File: config.mk
export PLATFORM = sky130hd
export DESIGN_NAME = encoder_4x2_seq_flat
export DESIGN_NICKNAME = d
export VERILOG_FILES = /design/src/rtl/encoder_4x2_seq_if.sv /design/src/rtl/encoder_4x2_seq.sv /design/src/flat_wrapper.sv
export SDC_FILE = /design/constraint.sdc
export NUM_CORES = 1
export LEC_CHECK = 0
export CORE_MARGIN = 8
export CORE_UTILIZATION = 42
export DETAILED_ROUTE_END_ITERATION = 7
export PLACE_DENSITY_LB_ADDON = 0.1
export SLEW_MARGIN = 15
export SYNTH_ARGS = -nofsm -noshare
export SYNTH_HDL_FRONTEND = slang
export SYNTH_SLANG_ARGS = --single-unit
File: constraint.sdc
create_clock -name clk -period 2.1 [get_ports clk]
set_clock_uncertainty 0.05 [all_clocks]
set_input_delay 0.315 -clock clk [delete_from_list [all_inputs] [get_ports clk]]
set_output_delay 0.315 -clock clk [all_outputs]
set_load 0.1 [all_outputs]
File: src/rtl/encoder_4x2_seq_if.sv
// rtl/encoder_4x2_seq_if.sv - request/result handshake bundle for encoder_4x2_seq
interface encoder_4x2_seq_if;
  logic       in_valid;
  logic       in_ready;
  logic [3:0] d;
  logic       out_valid;
  logic       out_ready;
  logic [1:0] code;
  logic       hit;
  logic       err;

  modport master (
    output in_valid, d, out_ready,
    input  in_ready, out_valid, code, hit, err
  );

  modport slave (
    input  in_valid, d, out_ready,
    output in_ready, out_valid, code, hit, err
  );
endinterface

File: src/rtl/encoder_4x2_seq.sv
// rtl/encoder_4x2_seq.sv - registered 4-to-2 encoder with valid/ready handshake
// Optional rotating search start is enabled by defining ROUND_ROBIN_EN.
module encoder_4x2_seq #(
  parameter int MULTI_HOT_ERR = 1,
  parameter int ERR_CNT_W     = 8
) (
  input  logic                 clk,
  input  logic                 rst_n,
  encoder_4x2_seq_if.slave     bus,
  output logic [ERR_CNT_W-1:0] err_cnt
);
  typedef enum logic {EMPTY = 1'b0, FULL = 1'b1} state_t;

  state_t     state;
  logic       accept;
  logic       nxt_hit;
  logic       nxt_err;
  logic       multi_hot;
  logic [1:0] nxt_code;

  // Output stage may be refilled in the same cycle it drains, so no bubble.
  assign bus.in_ready = (state == EMPTY) | bus.out_ready;
  assign accept       = bus.in_valid & bus.in_ready;
  assign nxt_hit      = |bus.d;
  assign multi_hot    = (bus.d & (bus.d - 4'd1)) != 4'd0;
  assign nxt_err      = ~nxt_hit | ((MULTI_HOT_ERR != 0) & multi_hot);

`ifdef ROUND_ROBIN_EN
  logic [1:0] rr_ptr;

  always_comb begin
    nxt_code = 2'b00;
    // Walk from farthest to nearest so the line closest to rr_ptr is assigned last and wins.
    for (int i = 3; i >= 0; i--) begin
      if (bus.d[rr_ptr + 2'(i)]) nxt_code = rr_ptr + 2'(i);
    end
  end
`else
  always_comb begin
    nxt_code = 2'b00;
    casez (bus.d)
      4'b1???: nxt_code = 2'b11;
      4'b01??: nxt_code = 2'b10;
      4'b001?: nxt_code = 2'b01;
      default: nxt_code = 2'b00;
    endcase
  end
`endif

  always_ff @(posedge clk or negedge rst_n) begin
    if (!rst_n) begin
      state         <= EMPTY;
      bus.out_valid <= 1'b0;
      bus.code      <= 2'b00;
      bus.hit       <= 1'b0;
      bus.err       <= 1'b0;
      err_cnt       <= '0;
`ifdef ROUND_ROBIN_EN
      rr_ptr        <= 2'b00;
`endif
    end else if (accept) begin
      state         <= FULL;
      bus.out_valid <= 1'b1;
      bus.code      <= nxt_code;
      bus.hit       <= nxt_hit;
      bus.err       <= nxt_err;
      if (nxt_err && (err_cnt != '1)) err_cnt <= err_cnt + ERR_CNT_W'(1);
`ifdef ROUND_ROBIN_EN
      if (nxt_hit) rr_ptr <= nxt_code + 2'd1;
`endif
    end else if ((state == FULL) && bus.out_ready) begin
      state         <= EMPTY;
      bus.out_valid <= 1'b0;
    end
  end
endmodule

File: src/flat_wrapper.sv
// flat-port wrapper written by rule: the top's interface ports become plain ports
module encoder_4x2_seq_flat 
#(
  parameter int MULTI_HOT_ERR = 1,
  parameter int ERR_CNT_W     = 8
)
  (clk, rst_n, err_cnt, bus_in_valid, bus_d, bus_out_ready, bus_in_ready, bus_out_valid, bus_code, bus_hit, bus_err);
  encoder_4x2_seq_if bus_i ();
  input  logic clk;
  input  logic rst_n;
  output logic [ERR_CNT_W-1:0] err_cnt;
  input wire logic [$bits(bus_i.in_valid)-1:0] bus_in_valid;
  input wire logic [$bits(bus_i.d)-1:0] bus_d;
  input wire logic [$bits(bus_i.out_ready)-1:0] bus_out_ready;
  output wire logic [$bits(bus_i.in_ready)-1:0] bus_in_ready;
  output wire logic [$bits(bus_i.out_valid)-1:0] bus_out_valid;
  output wire logic [$bits(bus_i.code)-1:0] bus_code;
  output wire logic [$bits(bus_i.hit)-1:0] bus_hit;
  output wire logic [$bits(bus_i.err)-1:0] bus_err;
  assign bus_i.in_valid = bus_in_valid;
  assign bus_i.d = bus_d;
  assign bus_i.out_ready = bus_out_ready;
  assign bus_in_ready = bus_i.in_ready;
  assign bus_out_valid = bus_i.out_valid;
  assign bus_code = bus_i.code;
  assign bus_hit = bus_i.hit;
  assign bus_err = bus_i.err;
  encoder_4x2_seq #(.MULTI_HOT_ERR(MULTI_HOT_ERR), .ERR_CNT_W(ERR_CNT_W)) u_core (.clk(clk), .rst_n(rst_n), .bus(bus_i), .err_cnt(err_cnt));
endmodule
==> impl_metrics.toml <==
[floorplan]
core_region_area_sq_um = 1450
fp.dieW_microns = 54.5
ios = 22
dieArea_sq_um = 2970
die_h_microns = 54.5
start_util_pct = 42.9
rows = 14

[timing]
setup_viol = 0
fmax_ghz = 0.545
hold_viol = 0
rsz0062_at_grt = "no"
period_share_pct = 87.3
maxSlewViolCount = 0
fin_crit_ns = 1.83
worst_pin_slew_ns = 0.596
whs_ns = 0.357
relSlewSlack_pct = 60.1
tns_ns = 0
layout_setup_ws_ns = 0.266

[clocking]
post_cts_buffers = 0
cts.clk_slew.worst_paths_ns = 0.09
clock_latency_ns = 0.28
cts.repair.resized = 0
cts_root_buf = "clkbuf_4"
numCtsBuffers = 3
htreeDepth = 1
clockBufferDepth = 2
numClockSinks = 13
holdBufCountCts = 0
cts_tree = "yes"

[power]
peakVddDrop_mv = 0.928
p_per_area_nw_per_um2 = 1500
leakage_nw = 0.401

[global_routing]
grt_max_degree = 14
antenna_found_initial = 0
grt_pass1_wl_microns = 2080
grt-ovfl-total = 0
grtUsageTotal_pct = 9.76
grt_pass1_vias = 469

[critical_path]
critPathKind = "primary input to flop"
worst_setup_path_end_kind = "flop"
cp_max_fo = 8
cp-start-kind = "primary input"
required_ns = 2.21
arrival_ns = 1.95

[min_path]
holdCritPathClass = "primary input to async pin"

[synth]
synth_warnings = 0
ys_ff_latch = 13
synth_top_flop_cell = "dfrtp_1"
syn_area_sq_um = 623
syn_inst = 57
yosysTopAreaCell = "dfrtp_1"
netlist.area_leader.share_pct = 52.2
avgSynthCellArea_sq_um = 10.9
synth_fp_nets = 66
synth_seq_area_share_pct = 52.2
synth_cell_type_count = 19
synth_edf_count = 0
ys_top_cells_by_area = "dfrtp_1 52%, xor2_1 11%, nor4_2 6.0%"
async_reset_ff_share_pct = 100
synthTopCellsByCount = "13 x dfrtp_1, 8 x xor2_1, 6 x nand2_1, 5 x nor2_1, 4 x nand3_1"
yosysMostFrequentCell = "dfrtp_1"

[detailed_routing]
drt_iter0_drc = 11
wl_per_cell_microns = 13.8
dr.pass1.iters = 4
dr_total_vias = 516
wl_microns = 1370
drc = 0
viasPerCell = 5.21
antenna_left = 0

[flow_run]
drv_cap = 0

[run_status]
status = "finished, final reports clean"

[final_layout]
syn2layout_area_growth_pct = 41.6
design_area_sq_um = 882
drive_gt1_share_pct = 38.6
diodes = 0
fin_nets = 93
final_util_pct = 60.7

[place]
portBuffers = 21
gp_congestion = 0.724
placed_cell_area_sq_um = 855
dp_slack_ns = -0.0207
==> final cells by class <==
class                   instances  area, sq um
inverters                       1         3.75
repair buffers                 22          195
fillers                       145          572
flip-flops and latches         13          334
well taps                      16         20.0
multi-input cells              43          302
clock buffers                   3         22.5
clock inverters                 1         5.00
==> power breakdown <==
part	internal [mW]	switching, mW
Sequential	0.324	0.0826
Clock	0.0705	0.0869
Combinational	0.159	0.600
==> registers in the layout, summed over array words and instances, names as in the netlist <==
register,flops
u_core.bus.hit,1
u_core.bus.code,2
u_core.bus.err,1
u_core.state,1
u_core.err_cnt,8
==> routing by layer <==
metal / wire, microns / vias to the layer above / track usage, % / part of all wire [%]
met2: 620 / 20 / 14.7 / 45
met1: 575 / 239 / 11.0 / 42
met5: 0 / - / 0 / 0
li1: - / 253 / - / -
met4: 12 / 0 / 6.15 / 0.88
met3: 157 / 4 / 4.35 / 11
==> placed cells by master (no fill, tap or decap), drive strengths merged <==
cell	Yosys	final
xor2	8	8
a41oi	1	1
nand3	4	4
nor2	5	5
nor4	3	3
o211ai	1	1
a21oi	1	1
nor2b	1	1
ha	1	1
inv	1	1
buf	0	15
nand4	1	1
clkdlybuf4s50	0	7
nand2	6	6
clkinv	0	1
nor4b	1	1
o21ai	3	3
clkbuf	0	3
a221o	1	1
dfrtp	13	13
mux2	1	1
nand2b	2	2
nor3	3	3
==> cells by family (layout without fill, tap and decap cells) <==
logic type	Yosys count	in the layout	share of synthesized area (%)
muxes	1	1	1.81
and+or+nand+nor	26	26	23.7
AOI/OAI and AO/OA	7	7	8.43
xor gates and xnor gates	8	8	11.2
adders and majority gates	1	1	2.01
DFF	13	13	52.2
buffers and inverters	1	27	0.602
==> through the flow <==
step           instances  total power [mW]
6_report              99              1.32
2_1_floorplan         57             0.994
3_5_place_dp          95              1.18
3_3_place_gp          95              1.17
4_1_cts               99              1.33
5_1_grt               99              1.37
==> worst paths after layout <==
path                                        start  cells past startpoint  slack, ns                 to
worst max-delay path                     bus_d[3]                      5       0.27  u_core.err_cnt[1]
worst min-delay path                        rst_n                      1       0.36  u_core.err_cnt[2]
worst max register to register  u_core.err_cnt[0]                      5       0.40  u_core.err_cnt[1]
worst min register to register  u_core.err_cnt[6]                      1       0.43  u_core.err_cnt[6]
max in group asynchronous                   rst_n                      1       1.22       u_core.state
min in group clk                u_core.err_cnt[6]                      1       0.43  u_core.err_cnt[6]
==> worst max-delay path, cell delays in order <==
cell and delay (ns):
clkdlybuf4s50_1 0.48, xor2_1 0.19, a221o_2 0.43, nor2_1 0.18, mux2_1 0.35
Note: power is estimated with default switching activity, not from simulation.
